--- config.mk ---
export PLATFORM = sky130hd
export DESIGN_NAME = alu_pipe_unit
export DESIGN_NICKNAME = d
export VERILOG_FILES = /design/src/rtl/alu_pipe_unit.sv
export SDC_FILE = /design/constraint.sdc
export NUM_CORES = 1
export LEC_CHECK = 0
export CORE_MARGIN = 4
export CORE_UTILIZATION = 23
export DETAILED_ROUTE_END_ITERATION = 6
export PLACE_DENSITY = 0.47
export SLEW_MARGIN = 20
export SYNTH_ARGS = -nofsm -noshare
export SYNTH_HDL_FRONTEND = slang
export SYNTH_SLANG_ARGS = --single-unit
--- constraint.sdc ---
create_clock -name clk_i -period 3 [get_ports clk_i]
set_input_delay 0.6 -clock clk_i [delete_from_list [all_inputs] [get_ports clk_i]]
set_output_delay 0.6 -clock clk_i [all_outputs]
set_load 0.05 [all_outputs]
--- src/rtl/alu_pipe_unit.sv ---
// Pipelined integer ALU functional unit with a valid/ready pipeline, flush and ROB tag.
// Define ALU_PIPE_OVF_EN to add the signed-overflow output ovf_o.
`timescale 1ns/1ps
module alu_pipe_unit #(
    parameter int WIDTH  = 32,
    parameter int TAG_W  = 6,
    parameter int STAGES = 2
) (
    input  logic             clk_i,
    input  logic             rst_i,
    input  logic             flush_i,
    input  logic             valid_i,
    input  logic [3:0]       op_i,
    input  logic [WIDTH-1:0] a_i,
    input  logic [WIDTH-1:0] b_i,
    input  logic [TAG_W-1:0] tag_i,
    input  logic             ready_i,
    output logic             valid_o,
    output logic [WIDTH-1:0] data_o,
    output logic [TAG_W-1:0] tag_o,
    output logic             zero_o,
    output logic             neg_o,
`ifdef ALU_PIPE_OVF_EN
    output logic             ovf_o,
`endif
    output logic             ready_o
);

    localparam int SHW  = $clog2(WIDTH);
    localparam int LAST = STAGES - 1;

    typedef struct packed {
        logic [WIDTH-1:0] data;
        logic [TAG_W-1:0] tag;
        logic             zf;
        logic             nf;
`ifdef ALU_PIPE_OVF_EN
        logic             of;
`endif
    } stage_t;

    logic [SHW-1:0]   sh;
    logic [WIDTH-1:0] res;
    stage_t           cap;

    always_comb begin
        sh  = b_i[SHW-1:0];
        res = '0;
        case (op_i)
            4'd0:    res = a_i + b_i;
            4'd1:    res = a_i - b_i;
            4'd2:    res = a_i & b_i;
            4'd3:    res = a_i | b_i;
            4'd4:    res = a_i ^ b_i;
            4'd5:    res = a_i << sh;
            4'd6:    res = a_i >> sh;
            4'd7:    res = $signed(a_i) >>> sh;
            4'd8:    res = {{(WIDTH-1){1'b0}}, $signed(a_i) < $signed(b_i)};
            4'd9:    res = {{(WIDTH-1){1'b0}}, a_i < b_i};
            default: res = '0;
        endcase
    end

    always_comb begin
        cap      = '0;
        cap.data = res;
        cap.tag  = tag_i;
        cap.zf   = (res == '0);
        cap.nf   = res[WIDTH-1];
`ifdef ALU_PIPE_OVF_EN
        // Overflow: result sign disagrees with A when the effective operand signs match.
        cap.of   = ((op_i == 4'd0) && (a_i[WIDTH-1] == b_i[WIDTH-1]) && (res[WIDTH-1] != a_i[WIDTH-1]))
                || ((op_i == 4'd1) && (a_i[WIDTH-1] != b_i[WIDTH-1]) && (res[WIDTH-1] != a_i[WIDTH-1]));
`endif
    end

    logic [STAGES-1:0] vld_q, vld_d, adv;
    stage_t            pl_q [STAGES];
    stage_t            pl_d [STAGES];

    assign adv[LAST] = vld_q[LAST] & ready_i;
    assign ready_o   = ~vld_q[0] | adv[0];

    generate
        for (genvar gi = 0; gi < STAGES; gi++) begin : g_stage
            if (gi < LAST) begin : g_adv
                // A stage moves if the sink accepts or any bubble exists downstream.
                assign adv[gi] = vld_q[gi] & (ready_i | ~(&vld_q[LAST:gi+1]));
            end
            if (gi == 0) begin : g_head
                assign vld_d[gi] = flush_i ? 1'b0 : (ready_o ? valid_i : vld_q[gi]);
                assign pl_d[gi]  = (ready_o && valid_i) ? cap : pl_q[gi];
            end else begin : g_body
                logic take;
                assign take      = ~vld_q[gi] | adv[gi];
                assign vld_d[gi] = flush_i ? 1'b0 : (take ? vld_q[gi-1] : vld_q[gi]);
                assign pl_d[gi]  = adv[gi-1] ? pl_q[gi-1] : pl_q[gi];
            end
        end
    endgenerate

    always_ff @(posedge clk_i or posedge rst_i) begin
        if (rst_i) begin
            vld_q <= '0;
            for (int k = 0; k < STAGES; k++) pl_q[k] <= '0;
        end else begin
            vld_q <= vld_d;
            for (int k = 0; k < STAGES; k++) pl_q[k] <= pl_d[k];
        end
    end

    assign valid_o = vld_q[LAST];
    assign data_o  = pl_q[LAST].data;
    assign tag_o   = pl_q[LAST].tag;
    assign zero_o  = pl_q[LAST].zf;
    assign neg_o   = pl_q[LAST].nf;
`ifdef ALU_PIPE_OVF_EN
    assign ovf_o   = pl_q[LAST].of;
`endif

endmodule

==> reports/results.md <==
| Metric | Value | Unit |
|---|---|---|
| Result of the run | finished with violations | - |
| Violated checks | setup timing | - |
| Internal portion of total power | 0.004394 | W |
| Area of combinational cells with multiple inputs | 12040 | sq um |
| Cell with the biggest individual delay on the critical path | sky130_fd_sc_hd__mux4_2 | - |
| Total number of nets in the final design | 2589 | - |
| DR vias/cell | 5.302 | - |
| Share of final-layout standard cells stronger than drive strength 1 | 54.04 | % |
| Post-synthesis sequential element count | 80 | - |
| Peak supply drop | 0.4128 | mV |
| Setup slack, reg-to-reg | -0.21 | ns |
| Number of maximum-capacitance violations | 0 | - |
| Total standard cell area after synthesis | 13400 | sq um |
| Top fanout value on the critical path | 7 | - |
| Cell leakage power | 10.39 | nW |
| Count of unique library cells instantiated by Yosys | 99 | - |
| Number of nets with antenna violations after detailed routing | 0 | - |
| Synth Area in Compound Gates | 26.83 | % |
| Seq. cell area | 2002 | sq um |
| Most frequently used flop master after synthesis | sky130_fd_sc_hd__dfrtp_1 | - |
| Number of iterations in the first detailed-routing pass | 6 | - |
| Clk network pwr share | 15.9 | % |
| Iteration-0 DRC count of the detailed router | 1237 | - |
| Area share of xor/xnor cells in the synthesized design | 1.046 | % |
| Fill cell instance count of the final layout | 5862 | - |
| Time the final worst path needs with I/O delays and setup | 3.809 | ns |
| Async set or reset register ratio after synthesis | 100.0 | % |
| Clock insertion delay at the later pin of the skew report | 0.33 | ns |
| Tightest Hold Check Type | reg2reg | - |
| Required time of the worst setup path | 3.22 | ns |
| Number of max-slew violations in the final report | 0 | - |
| First-pass GRT wire length | 112500 | microns |
| Cells along the critical path | buf_12 -> buf_12 -> buf_12 -> mux4_2 -> mux2_4 -> a32oi_2 -> o2111ai_2 -> buf_4 -> a211o_1 -> or4_4 -> nor4_4 -> buf_4 -> nand4_1 -> o41ai_2 | - |
| Area of the die | 62190 | sq um |
| Number of synthesized flops with an enable pin | 0 | - |
| Sequential share of power | 18.6 | % |
| Initial standard-cell utilization of the core | 23.23 | % |
| Setup skew after layout | 0.007574 | ns |
| Transition time at the pin with the least slew margin | 0.8280 | ns |
| Maximum clock rate | 262.6 | MHz |
| Routed len/inst | 24.58 | microns |
| Number of clock buffers inserted by TritonCTS | 9 | - |
| Setup repair after global routing missed its margin | yes | - |
| Worst path max stage delay | 0.56 | ns |
| Final core occ | 40.90 | % |
| Global placer's final weighted congestion | 0.9967 | - |
| CP most frequent cell | sky130_fd_sc_hd__buf_12 | - |
| Largest net degree at the start of global routing | 52 | - |
| CTS tree | yes | - |
| Sinks on Clock Net | 80 | - |
| Capturing element type of the critical path | register | - |
| Number of buffers between clock root and the deepest sink | 2 | - |
| Die height | 249.4 | microns |
| Number of placed cells counting well taps | 3058 | - |
| Startpoint of the worst-slack reg-to-reg timing path | vld_q[1]$_DFFE_PP0P_ | - |
| Critical path data arrival time | 4.03 | ns |
| Net Sw Frac | 42.16 | % |
| Total via count in the routed design | 16870 | - |
| Setup ws final | -0.8088 | ns |
| H-tree lvl count | 3 | - |
| Final Hold Viols | 0 | - |
| Vias in the first global route | 17040 | - |
| Crit path buf inv count | 5 | - |
| Post-synthesis sequential area ratio | 14.94 | % |
| Final hold slack | 0.4820 | ns |
| Kind of cell adding the most delay to the critical path | compound AO/OA/AOI/OAI gates | - |
| Overall power consumption | 0.007596 | W |
| Setup-failing EPs final | 16 | - |
| Basic-gate share of the synthesized area counting and, or, nand and nor cells | 16.85 | % |
| Antenna violations before repair | 0 | - |
| Reg clk slew, reported paths | 0.06 | ns |
| Number of hold-repair buffers added at the cts stage | 0 | - |
| Number of stages on the worst hold path | 2 | - |
| Combinational power share | 65.6 | % |
| Row Count | 88 | - |
| Width of the die | 249.4 | microns |
| CP Launch Type | primary input | - |
| Number of ports placed on the die boundary | 121 | - |
| P&R area growth vs syn | 76.08 | % |
| Number of warnings printed during yosys synthesis | 0 | - |
| Part of the cycle the worst path needs | 127.0 | % |
| Aggregate global-route resource usage | 23.58 | % |
| Standard cell core area | 57700 | sq um |
| Post-DP HPWL | 63360 | microns |
| Depth of the worst register-to-register path | 13 | - |
| Post-synthesis share of cell area spent on full adders, half adders and majority gates | 9.449 | % |
| Number of gates on the worst path with buffers counted | 14 | - |
| DRC viols | 0 | - |
| Most common cell after layout, fill and taps aside | sky130_fd_sc_hd__buf_4 | - |
| CTS root buffer | sky130_fd_sc_hd__clkbuf_16 | - |
| Number of I/O port buffers | 120 | - |
| Multiplexer area fraction after synthesis | 20.99 | % |
| Most used cells in the layout excluding fill and tap cells | 692 x sky130_fd_sc_hd__buf_4, 151 x sky130_fd_sc_hd__nand2_1, 111 x sky130_fd_sc_hd__nor2_1 | - |
| Worst Hold Launch | pl_q[75]$_DFFE_PP0P_ | - |
| Avg Cell Area, Syn | 8.024 | sq um |
| Largest family of logic cells by synthesized area | compound AO/OA/AOI/OAI gates | - |
| Min-Delay Endpoint | pl_q[75]$_DFFE_PP0P_ | - |
| End of the worst register-to-register path | pl_q[41]$_DFFE_PP0P_ | - |
| Path type of the worst setup path | in2reg | - |
| Cells after synthesis | 1670 | - |
| Final global-route overflow total | 0 | - |
| Post-Syn Nets | 1849 | - |
| Switch Pwr | 0.003203 | W |
| Post-detailed-routing wire length | 78180 | microns |
| Worst slew slack as a fraction of its limit | 44.80 | % |
| Final Non-Filler Cells | 3181 | - |
| Power Dens Cells | 322.0 | nW/um^2 |
[cells in the mapped netlist, types with 17 or more instances]
| cell | number | area share, % |
|---|---|---|
| sky130_fd_sc_hd__buf_4 | 41 | 2.3 |
| sky130_fd_sc_hd__a31oi_1 | 25 | 1.2 |
| sky130_fd_sc_hd__dfrtp_1 | 80 | 15 |
| sky130_fd_sc_hd__nand3_1 | 28 | 1.0 |
| sky130_fd_sc_hd__nor2_1 | 133 | 3.7 |
| sky130_fd_sc_hd__nor3_1 | 32 | 1.2 |
| sky130_fd_sc_hd__nand2_1 | 160 | 4.5 |
| sky130_fd_sc_hd__buf_2 | 30 | 1.1 |
| sky130_fd_sc_hd__o211ai_1 | 36 | 2.0 |
| sky130_fd_sc_hd__nor2b_1 | 17 | 0.79 |
| sky130_fd_sc_hd__mux2_2 | 84 | 7.1 |
| sky130_fd_sc_hd__mux2i_1 | 46 | 3.4 |
| sky130_fd_sc_hd__a21oi_1 | 122 | 4.6 |
| sky130_fd_sc_hd__o21ai_0 | 85 | 3.2 |
| sky130_fd_sc_hd__a211oi_1 | 37 | 2.1 |
| sky130_fd_sc_hd__inv_1 | 97 | 2.7 |
| sky130_fd_sc_hd__mux4_2 | 58 | 9.7 |
| sky130_fd_sc_hd__clkbuf_1 | 87 | 2.4 |
| sky130_fd_sc_hd__ha_1 | 98 | 9.2 |
[flip-flops by register name (all words and copies together), names as in the netlist]
register and cells:
zero_o 1, data_o 32, vld_q 2, pl_q 39, tag_o 6
[through the flow]
stage / setup TNS [ns] / worst slack, ns / cell area, sq um
global placement: -32.14 / -1.885 / 20140
detailed placement: -32.66 / -1.904 / 20140
finish: -4.814 / -0.8088 / 23600
floorplan: -6.018 / -0.9491 / 13640
CTS: -4.056 / -0.7807 / 22560
global route: -6.316 / -0.8799 / 23590
[logic make-up after synthesis]
family,Yosys count
fa+ha+maj,100
flops,80
buf+inv,283
mux,196
simple gates,476
xor+xnor,16
compound gates,519
[how the worst max path moves through the flow]
stage / startpoint / to / slack (ns)
finish: b_i[0] / pl_q[41]$_DFFE_PP0P_ / -0.81
global route: b_i[0] / pl_q[41]$_DFFE_PP0P_ / -0.88
CTS: a_i[23] / pl_q[41]$_DFFE_PP0P_ / -0.78
detailed placement: a_i[0] / pl_q[41]$_DFFE_PP0P_ / -1.90
global placement: a_i[0] / pl_q[41]$_DFFE_PP0P_ / -1.89
floorplan: b_i[3] / pl_q[41]$_DFFE_PP0P_ / -0.95
[cell type report]
type / count / area share (%)
multi-input cells: 1307 / 51.03
repair buffers: 908 / 32.99
flip-flops and latches: 80 / 8.484
well taps: 765 / 4.057
inverters: 104 / 1.989
clock buffers: 11 / 1.071
clock inverters: 5 / 0.3659
diodes: 1 / 0.01061
[power by group through the flow]
stage	Combinational [W]	Sequential (W)	Clock, W
floorplan	0.00233	0.00141	0
global placement	0.00422	0.00142	0
detailed placement	0.00424	0.00144	0
CTS	0.00468	0.00142	0.00124
global route	0.00522	0.00144	0.00128
finish	0.00498	0.00141	0.00121
[worst register-to-register path, stage by stage (launching register included)]
cell and delay (ns):
sky130_fd_sc_hd__dfrtp_1 0.38, sky130_fd_sc_hd__nand3b_1 0.14, sky130_fd_sc_hd__nand2_2 0.12, sky130_fd_sc_hd__a21oi_1 0.14, sky130_fd_sc_hd__o211ai_1 0.17, sky130_fd_sc_hd__or3_4 0.44
sky130_fd_sc_hd__a221oi_2 0.23, sky130_fd_sc_hd__buf_4 0.16, sky130_fd_sc_hd__nand2_1 0.09, sky130_fd_sc_hd__or4_4 0.59, sky130_fd_sc_hd__nor4_4 0.18, sky130_fd_sc_hd__buf_4 0.15
sky130_fd_sc_hd__nand4_1 0.10, sky130_fd_sc_hd__o41ai_2 0.21
[routing by layer]
layer | up-vias | wire (microns) | global-route usage [%] | share of wire (%)
li1 | 7748 | - | - | -
met1 | 8374 | 34660 | 32.58 | 44
met2 | 622 | 36040 | 38.50 | 46
met3 | 122 | 4445 | 2.803 | 5.7
met4 | 0 | 3031 | 7.507 | 3.9
met5 | - | 0 | 0 | 0
[what timing repair did]
| action | in CTS | in global routing |
|---|---|---|
| pin swaps | 98 | 65 |
| cloned | 2 | 3 |
| buffers inserted | 61 | 52 |
| hold endpoints to repair | 0 | 0 |
| endpoints found under the setup margin | 33 | 26 |
| gates resized for setup | 524 | 153 |
(Power assumes the default switching activity.)
